===== config.mk =====
export PLATFORM = sky130hd
export DESIGN_NAME = stopwatch_display
export DESIGN_NICKNAME = d
export VERILOG_FILES = /design/src/rtl/stopwatch_pkg.sv /design/src/rtl/btn_edge_sync.sv /design/src/rtl/stopwatch_display.sv
export SDC_FILE = /design/constraint.sdc
export NUM_CORES = 1
export LEC_CHECK = 0
export CAP_MARGIN = 20
export CORE_ASPECT_RATIO = 0.8
export CORE_MARGIN = 2
export CORE_UTILIZATION = 50
export DETAILED_ROUTE_END_ITERATION = 8
export GPL_TIMING_DRIVEN = 1
export PLACE_DENSITY = 0.71
export SLEW_MARGIN = 5
export SYNTH_ARGS = -nofsm -noshare
export SYNTH_HDL_FRONTEND = slang
export SYNTH_SLANG_ARGS = --single-unit
export TNS_END_PERCENT = 30

===== constraint.sdc =====
create_clock -name Clk -period 3.6 [get_ports Clk]
set_clock_uncertainty 0.15 [all_clocks]
set_input_delay 0.72 -clock Clk [delete_from_list [all_inputs] [get_ports Clk]]
set_output_delay 0.72 -clock Clk [all_outputs]
set_load 0.01 [all_outputs]

===== src/rtl/stopwatch_pkg.sv =====
// stopwatch_pkg: shared mode encodings, segment constants and BCD-to-7-segment lookup
package stopwatch_pkg;
  localparam logic [1:0] MODE_LIVE     = 2'd0;
  localparam logic [1:0] MODE_REC_HOLD = 2'd1;
  localparam logic [1:0] MODE_REC_VIEW = 2'd2;
  localparam logic [6:0] SEG_BLANK = 7'h7F;
  localparam logic [6:0] SEG_DASH  = 7'h3F;
  // Active-low {g,f,e,d,c,b,a}; non-BCD nibbles show a dash
  function automatic logic [6:0] bcd_to_seg(input logic [3:0] n);
    case (n)
      4'd0: return 7'h40;
      4'd1: return 7'h79;
      4'd2: return 7'h24;
      4'd3: return 7'h30;
      4'd4: return 7'h19;
      4'd5: return 7'h12;
      4'd6: return 7'h02;
      4'd7: return 7'h78;
      4'd8: return 7'h00;
      4'd9: return 7'h10;
      default: return SEG_DASH;
    endcase
  endfunction
endpackage


===== src/rtl/btn_edge_sync.sv =====
// btn_edge_sync: 2-FF synchronizer on an active-low button plus registered falling-edge pulse
module btn_edge_sync (
  input  logic i_clk,
  input  logic i_rst_n,
  input  logic i_btn_n,
  output logic o_fall
);
  logic [2:0] r_sync;
  logic       r_fall;
  always_ff @(posedge i_clk or negedge i_rst_n) begin
    if (!i_rst_n) begin
      r_sync <= '1;
      r_fall <= 1'b0;
    end else begin
      r_sync <= {r_sync[1:0], i_btn_n};
      r_fall <= r_sync[2] & ~r_sync[1];
    end
  end
  assign o_fall = r_fall;
endmodule


===== src/rtl/stopwatch_display.sv =====
// stopwatch_display: selects live or lap time and scan-multiplexes it onto a 4-digit 7-segment display
module stopwatch_display
  import stopwatch_pkg::*;
#(
  parameter int REFRESH_DIV = 50000,
  parameter int HOLD_FRAMES = 200
) (
  input  logic        Clk,
  input  logic        Rst,
  input  logic [15:0] iCurTime,
  input  logic [15:0] iRecTime,
  input  logic        iRecValid,
  input  logic        fView,
  output logic [6:0]  oSeg,
  output logic        oDp,
  output logic [3:0]  oDigit,
  output logic [1:0]  oMode
);
  localparam int CW = $clog2(REFRESH_DIV);
  localparam int HW = $clog2(HOLD_FRAMES + 1);
  logic [CW-1:0] r_cnt;
  logic [1:0]    r_idx;
  logic [15:0]   r_frame;
  logic [HW-1:0] r_hold;
  logic [1:0]    r_mode;
  logic          r_first;
  logic [6:0]    r_seg;
  logic          r_dp;
  logic [3:0]    r_digit;
  logic          w_view_evt;
  logic          w_wrap;
  logic          w_frame_end;
  logic [15:0]   w_src;
  logic [3:0]    w_nib;
  logic [6:0]    w_seg;
  logic [1:0]    w_mode_nxt;
  logic [HW-1:0] w_hold_nxt;

  btn_edge_sync u_view (
    .i_clk   (Clk),
    .i_rst_n (Rst),
    .i_btn_n (fView),
    .o_fall  (w_view_evt)
  );

  assign w_wrap      = r_cnt == CW'(REFRESH_DIV - 1);
  assign w_frame_end = w_wrap && r_idx == 2'd3;
  assign w_src       = r_mode == MODE_LIVE ? iCurTime : iRecTime;
  assign w_nib       = r_frame[{r_idx, 2'b00} +: 4];
  // Only the leftmost digit is leading-zero blanked
  assign w_seg       = (r_idx == 2'd3 && w_nib == 4'h0) ? SEG_BLANK : bcd_to_seg(w_nib);

  always_comb begin
    w_mode_nxt = r_mode;
    w_hold_nxt = r_hold;
    if (r_mode == MODE_REC_VIEW)
      w_mode_nxt = w_view_evt ? MODE_LIVE : r_mode;
    else if (w_view_evt)
      w_mode_nxt = MODE_REC_VIEW;
    else if (iRecValid) begin
      w_mode_nxt = MODE_REC_HOLD;
      w_hold_nxt = HW'(HOLD_FRAMES);
    end else if (r_mode == MODE_REC_HOLD && w_frame_end) begin
      w_hold_nxt = r_hold - 1'b1;
      w_mode_nxt = r_hold == HW'(1) ? MODE_LIVE : r_mode;
    end
  end

  always_ff @(posedge Clk or negedge Rst) begin
    if (!Rst) begin
      r_cnt   <= '0;
      r_idx   <= 2'd0;
      r_frame <= 16'h0000;
      r_hold  <= '0;
      r_mode  <= MODE_LIVE;
      r_first <= 1'b1;
      r_seg   <= SEG_BLANK;
      r_dp    <= 1'b1;
      r_digit <= 4'hF;
    end else begin
      r_cnt   <= w_wrap ? '0 : r_cnt + 1'b1;
      r_idx   <= w_wrap ? r_idx + 2'd1 : r_idx;
      r_first <= 1'b0;
      // Frame only reloads between scans so a digit set never mixes two times
      r_frame <= (r_first || w_frame_end) ? w_src : r_frame;
      r_hold  <= w_hold_nxt;
      r_mode  <= w_mode_nxt;
      r_seg   <= w_seg;
      r_dp    <= r_idx != 2'd2;
      r_digit <= ~(4'b0001 << r_idx);
    end
  end

  assign oSeg   = r_seg;
  assign oDp    = r_dp;
  assign oDigit = r_digit;
  assign oMode  = r_mode;
endmodule


Word-level counts from Yosys, hierarchy flattened
Memory sizes are Yosys's and may differ from the RTL's. Index checks and enable logic that the tools add are counted. W data, S select, Z words.

Bits in registers: 61. Latch bits: 0. Memory bits (writable): 0. Bits in read-only memories: 112. Input bits: 36. Word-level logic and storage cells: 51. Memories: 1.

Add/subtract/negate cells: 3. Multipliers: 0. Div/mod/pow operators: 0. $lt $le $gt $ge: 0. Equality and inequality tests: 7. Shift-type cells: 2. Multiplexer cells: 11. Bitwise gates (word level): 5. Reductions and logical operators: 11.

Memories: (name not given) (words 16, bits a word 7, read ports 1, clocked after Yosys merged registers in 0, wr ports 0, RTL line stopwatch_pkg.sv:10) `case (n)`.

Operators with widths (count): $mux W16 (2); $add A16 B1 Y16 const B (1); $eq A16 B16 Y1 const B (1); $mux W8 (2); $shiftx A16 B5 Y4 (1); $mux W2 (6); $eq A8 B1 Y1 const B (1); $sub A8 B1 Y8 const B (1); $mux W7 (1); $reduce_and A3 Y1 (2); $reduce_bool A3 Y1 (2); $eq A2 B2 Y1 const B (2); $logic_not A4 Y1 (1); $not A4 Y4 (1); $shl A1 B2 Y4 const A (1); $logic_and A1 B1 Y1 (3); $not A1 Y1 (3); $add A2 B1 Y2 const B (1); $eq A2 B1 Y1 const B (1); $logic_not A2 Y1 (1); $ne A2 B1 Y1 const B (1); $ne A2 B2 Y1 const B (1); $reduce_bool A2 Y1 (1); $and A1 B1 Y1 (1); $logic_or A1 B1 Y1 (1).

Longest topological paths before layout
Word-level depth: 7. Mapped depth: 8. Mapped depth without buffers: 7.

Modules after synthesis
From an unflattened synthesis, not the netlist that was laid out.

Cell total of the unflattened synthesis: 254. Area total of the unflattened synthesis: 3064.2 µm².

By module, submodules not included: stopwatch_display (instances 1, cells an instance 249, area each 2946.6 µm²); btn_edge_sync (instances 1, cells an instance 5, area each 117.6 µm²).

Least setup slack after synthesis
Ideal clock, no wire load.

Path kind: register -> register. Start: register r_cnt[5]. End: register r_frame[10]. Setup time: 0.126 ns. Data arrival time: 1.904 ns. Slack: 1.420 ns. Cell stages (with the launch flop): 7. Buffers on the path: 2. Clock period less this slack: 2.180 ns. Cell sequence: dfrtp_1 -> or4b_4 -> nor4_4 -> or2_1 -> buf_4 -> buf_6 -> a21oi_2.

Word-level cells in the longest chain between the ends: 3.

Ends and longest elaborated chain: start: declaration (RTL line stopwatch_display.sv:21) `logic [CW-1:0] r_cnt;`; start signal: assignment (RTL line stopwatch_display.sv:81) `r_cnt <= w_wrap ? '0 : r_cnt + 1'b1;`; $eq A16 B16 Y1 (RTL line stopwatch_display.sv:46) `assign w_wrap = r_cnt == CW'(REFRESH_DIV - 1);`; $logic_and A1 B1 Y1 (RTL line stopwatch_display.sv:47) `assign w_frame_end = w_wrap && r_idx == 2'd3;`; $logic_or A1 B1 Y1 (RTL line stopwatch_display.sv:85) `r_frame <= (r_first || w_frame_end) ? w_src : r_frame;`; end signal: assignment (RTL line stopwatch_display.sv:85); end: declaration (RTL line stopwatch_display.sv:23) `logic [15:0] r_frame;`.

Every way passes these cells. A chain may end at the register's enable or synchronous reset.

Worst setup path after layout
Start: register r_idx[0]. End: register r_frame[1].

Word-level cells in the longest chain between the ends: 3.

Ends and longest elaborated chain: start: declaration (RTL line stopwatch_display.sv:22) `logic [1:0] r_idx;`; start signal: assignment (RTL line stopwatch_display.sv:82) `r_idx <= w_wrap ? r_idx + 2'd1 : r_idx;`; $eq A2 B2 Y1 (RTL line stopwatch_display.sv:47); $logic_and A1 B1 Y1 (RTL line stopwatch_display.sv:47); $logic_or A1 B1 Y1 (RTL line stopwatch_display.sv:85).

Every way passes these cells.

==> metrics.cfg <==
[finish]
final_common_cell = clkdlybuf4s50_1
register_area_mm2 = 0.00152
fin_area_mm2 = 0.00388
multiInputGateArea_mm2 = 0.00146
drive_gt1_frac = 0.155
final_nets = 385
fillCellCount = 481
diodes = 0
most-common-layout-cells = 48 x clkdlybuf4s50_1, 45 x dfrtp_1, 23 x nor3_1
syn2layout_area_growth_pct = 24.5
postLayoutCoreUtil = 0.649

[power]
power.switching_mw = 0.415
total_leakage_power_nw = 1.56
internal_power_mw = 1.29
clockPowerShare = 0.388
finalPower_mw = 1.70
power_density_mw_per_mm2 = 438
p_comb_frac = 0.161
swShare = 0.244
peakVddDrop_v = 0.000276
seq_power_share = 0.451

[clocking]
clk_pin_slew_ps = 70
cts_tree = yes
clk-insertion-delay-late_ps = 330
post_cts_buffers = 0
post_cts_resized = 0
numCtsBuffers = 9
ctsHoldBuffers = 0
cts_sinks = 60
clockBufferDepth = 2
cts-root-buf = clkbuf_8
htree_levels = 3

[drt]
post-route-drc-count = 0
vias = 2296
antenna_left = 0
post_drt_wl_per_cell_um = 14.5
avgViaCountPerCell = 5.43
drtIter0Drc = 117
drt-total-wl_um = 6140
drt_first_pass_iters = 4

[logic_synthesis]
avgSynthCellArea_um2 = 10.8
synth_edf_count = 0
yosys.area_share.adder = 0.0482
synth_seq_cells = 60
yosysUniqueCellTypes = 46
ys_warn_count = 0
synth-xor-area-share = 0.0422
synthMuxAreaShare = 0.0867
syn_area_mm2 = 0.00312
async_flop_share = 1.00
synth_top_family_by_area = simple AND/OR/NAND/NOR gates
ys_seq_area_frac = 0.488
yosys.area_share.simple = 0.182
synth-main-ff-cell = dfrtp_1
synth_nets = 336
synth_cells = 288
synth_compound_area_frac = 0.106

[sta]
worst_pin_slew_ps = 985
whs_ps = 207
fmax_mhz = 413
period_share = 0.672
setup_viol = 0
slew_headroom = 0.342
hold_viol_final = 0
period_minus_slack_ps = 2420
rsz0062_at_grt = false
slew_viol_final = 0
timing.setup.tns_ps = 0

[critical_path]
crit_path_end_kind = flip-flop
crit_arrival_ps = 2440
setup.worst_path.start_class = flip-flop
worst-setup-path-type = flip-flop to flip-flop
cp_max_fo = 16
worstPathRequired_ps = 3620

[die]
dieArea_mm2 = 0.00688
io_pins = 50
start_util = 0.521
core-area_mm2 = 0.00597
rows = 25
chipHeight_um = 74.6
die-width_um = 92.3

[grt]
grtUsageTotal = 0.204
grt_start_max_net_pins = 61
grt_pass1_wl_um = 10600
grt_pass1_vias = 2135
antenna_found_initial = 0
grt_overflow = 0

[min_path]
hold_class = flip-flop to flip-flop

[job]
maxCapViolations = 0

[placement]
io_buffer_count = 49
place_congestion = 0.810
place_area_mm2 = 0.00366
dp_hpwl_um = 4360

[outcome]
status = completed

[state kept, by name, summed over array words and instances, names as in the netlist, 2 cells and up]
name and cells:
r_cnt 16, r_frame 16, r_hold 8, oSeg 7, oDigit 4, u_view.r_sync 3, oMode 2, r_idx 2
[cell families after synthesis]
group / Yosys count
AOI/OAI and AO/OA: 45
xor gates and xnor gates: 15
adders and majority gates: 12
buffers and inverters: 31
DFF: 60
muxes: 22
other: 1
and+or+nand+nor: 102
[metrics by stage]
step	worst slack (ps)	cells
2_1_floorplan	1420	288
3_3_place_gp	1250	407
3_5_place_dp	1210	407
4_1_cts	1190	423
5_1_grt	1040	423
6_report	1180	423
[critical path, cell delays in order, from the launching register on]
cell and delay [ps]:
dfrtp_1 560, ha_1 330, nand4_1 220, nor4_4 200, or2_1 630, a21oi_1 160
[cells in the mapped netlist (2+ instances only)]
master | n | area (um2)
nand3_1 | 7 | 35.0
nand4b_1 | 2 | 17.5
inv_1 | 17 | 63.8
nor3b_1 | 2 | 15.0
buf_6 | 2 | 22.5
or3_1 | 2 | 12.5
xnor2_1 | 9 | 78.8
ha_1 | 12 | 150
a21oi_1 | 10 | 50.1
nand2_1 | 14 | 52.6
dfrtp_1 | 45 | 1130
dfstp_2 | 15 | 394
o221ai_1 | 2 | 17.5
a21oi_2 | 10 | 87.6
nor4_1 | 7 | 43.8
a211oi_1 | 3 | 22.5
nor2b_1 | 5 | 31.3
or4b_4 | 2 | 27.5
o21ai_0 | 7 | 35.0
nand4_1 | 6 | 37.5
mux4_2 | 4 | 90.1
mux2i_1 | 18 | 180
a311o_1 | 2 | 20.0
xor2_1 | 6 | 52.6
buf_4 | 2 | 15.0
nand3b_1 | 3 | 22.5
nor2_1 | 19 | 71.3
o21a_1 | 2 | 15.0
a221o_1 | 3 | 30.0
nand2b_1 | 4 | 25.0
nor3_1 | 23 | 115
clkbuf_1 | 7 | 26.3
buf_2 | 2 | 10.0
a311oi_1 | 2 | 17.5
[path summary, 6_finish.rpt]
path                       cells past startpoint  slack (ps)               end        startpoint
min reg2reg                                    0         210  u_view.r_sync[1]  u_view.r_sync[0]
max in group asynchronous                      2        2760           oSeg[4]               Rst
min in group asynchronous                      2         230       r_frame[11]               Rst
max reg2reg                                    5        1180        r_frame[1]          r_idx[0]
min                                            0         210  u_view.r_sync[1]  u_view.r_sync[0]
max                                            5        1180        r_frame[1]          r_idx[0]
[area by class of cell]
cell class                 count  area share
timing repair buffer          52       0.134
sequential                    60       0.392
inverter                      17      0.0164
clock inverter                 4      0.0187
tap                           81      0.0261
clock buffer                  12      0.0374
multi-input combinational    197       0.375
[power by group through the flow]
stage | logic, mW | registers [mW] | clock network (mW)
2_1_floorplan | 0.152 | 0.778 | 0
3_3_place_gp | 0.272 | 0.776 | 0
3_5_place_dp | 0.276 | 0.778 | 0
4_1_cts | 0.278 | 0.767 | 0.673
5_1_grt | 0.306 | 0.774 | 0.713
6_report | 0.274 | 0.767 | 0.660
[routing by layer]
layer,up-vias,wire length [um],track usage
li1,1122,-,-
met1,1093,2920,0.290
met2,79,2740,0.300
met3,2,449,0.0729
met4,0,27,0.0547
met5,-,0,0
No activity file was read; power rests on OpenSTA's default activity.
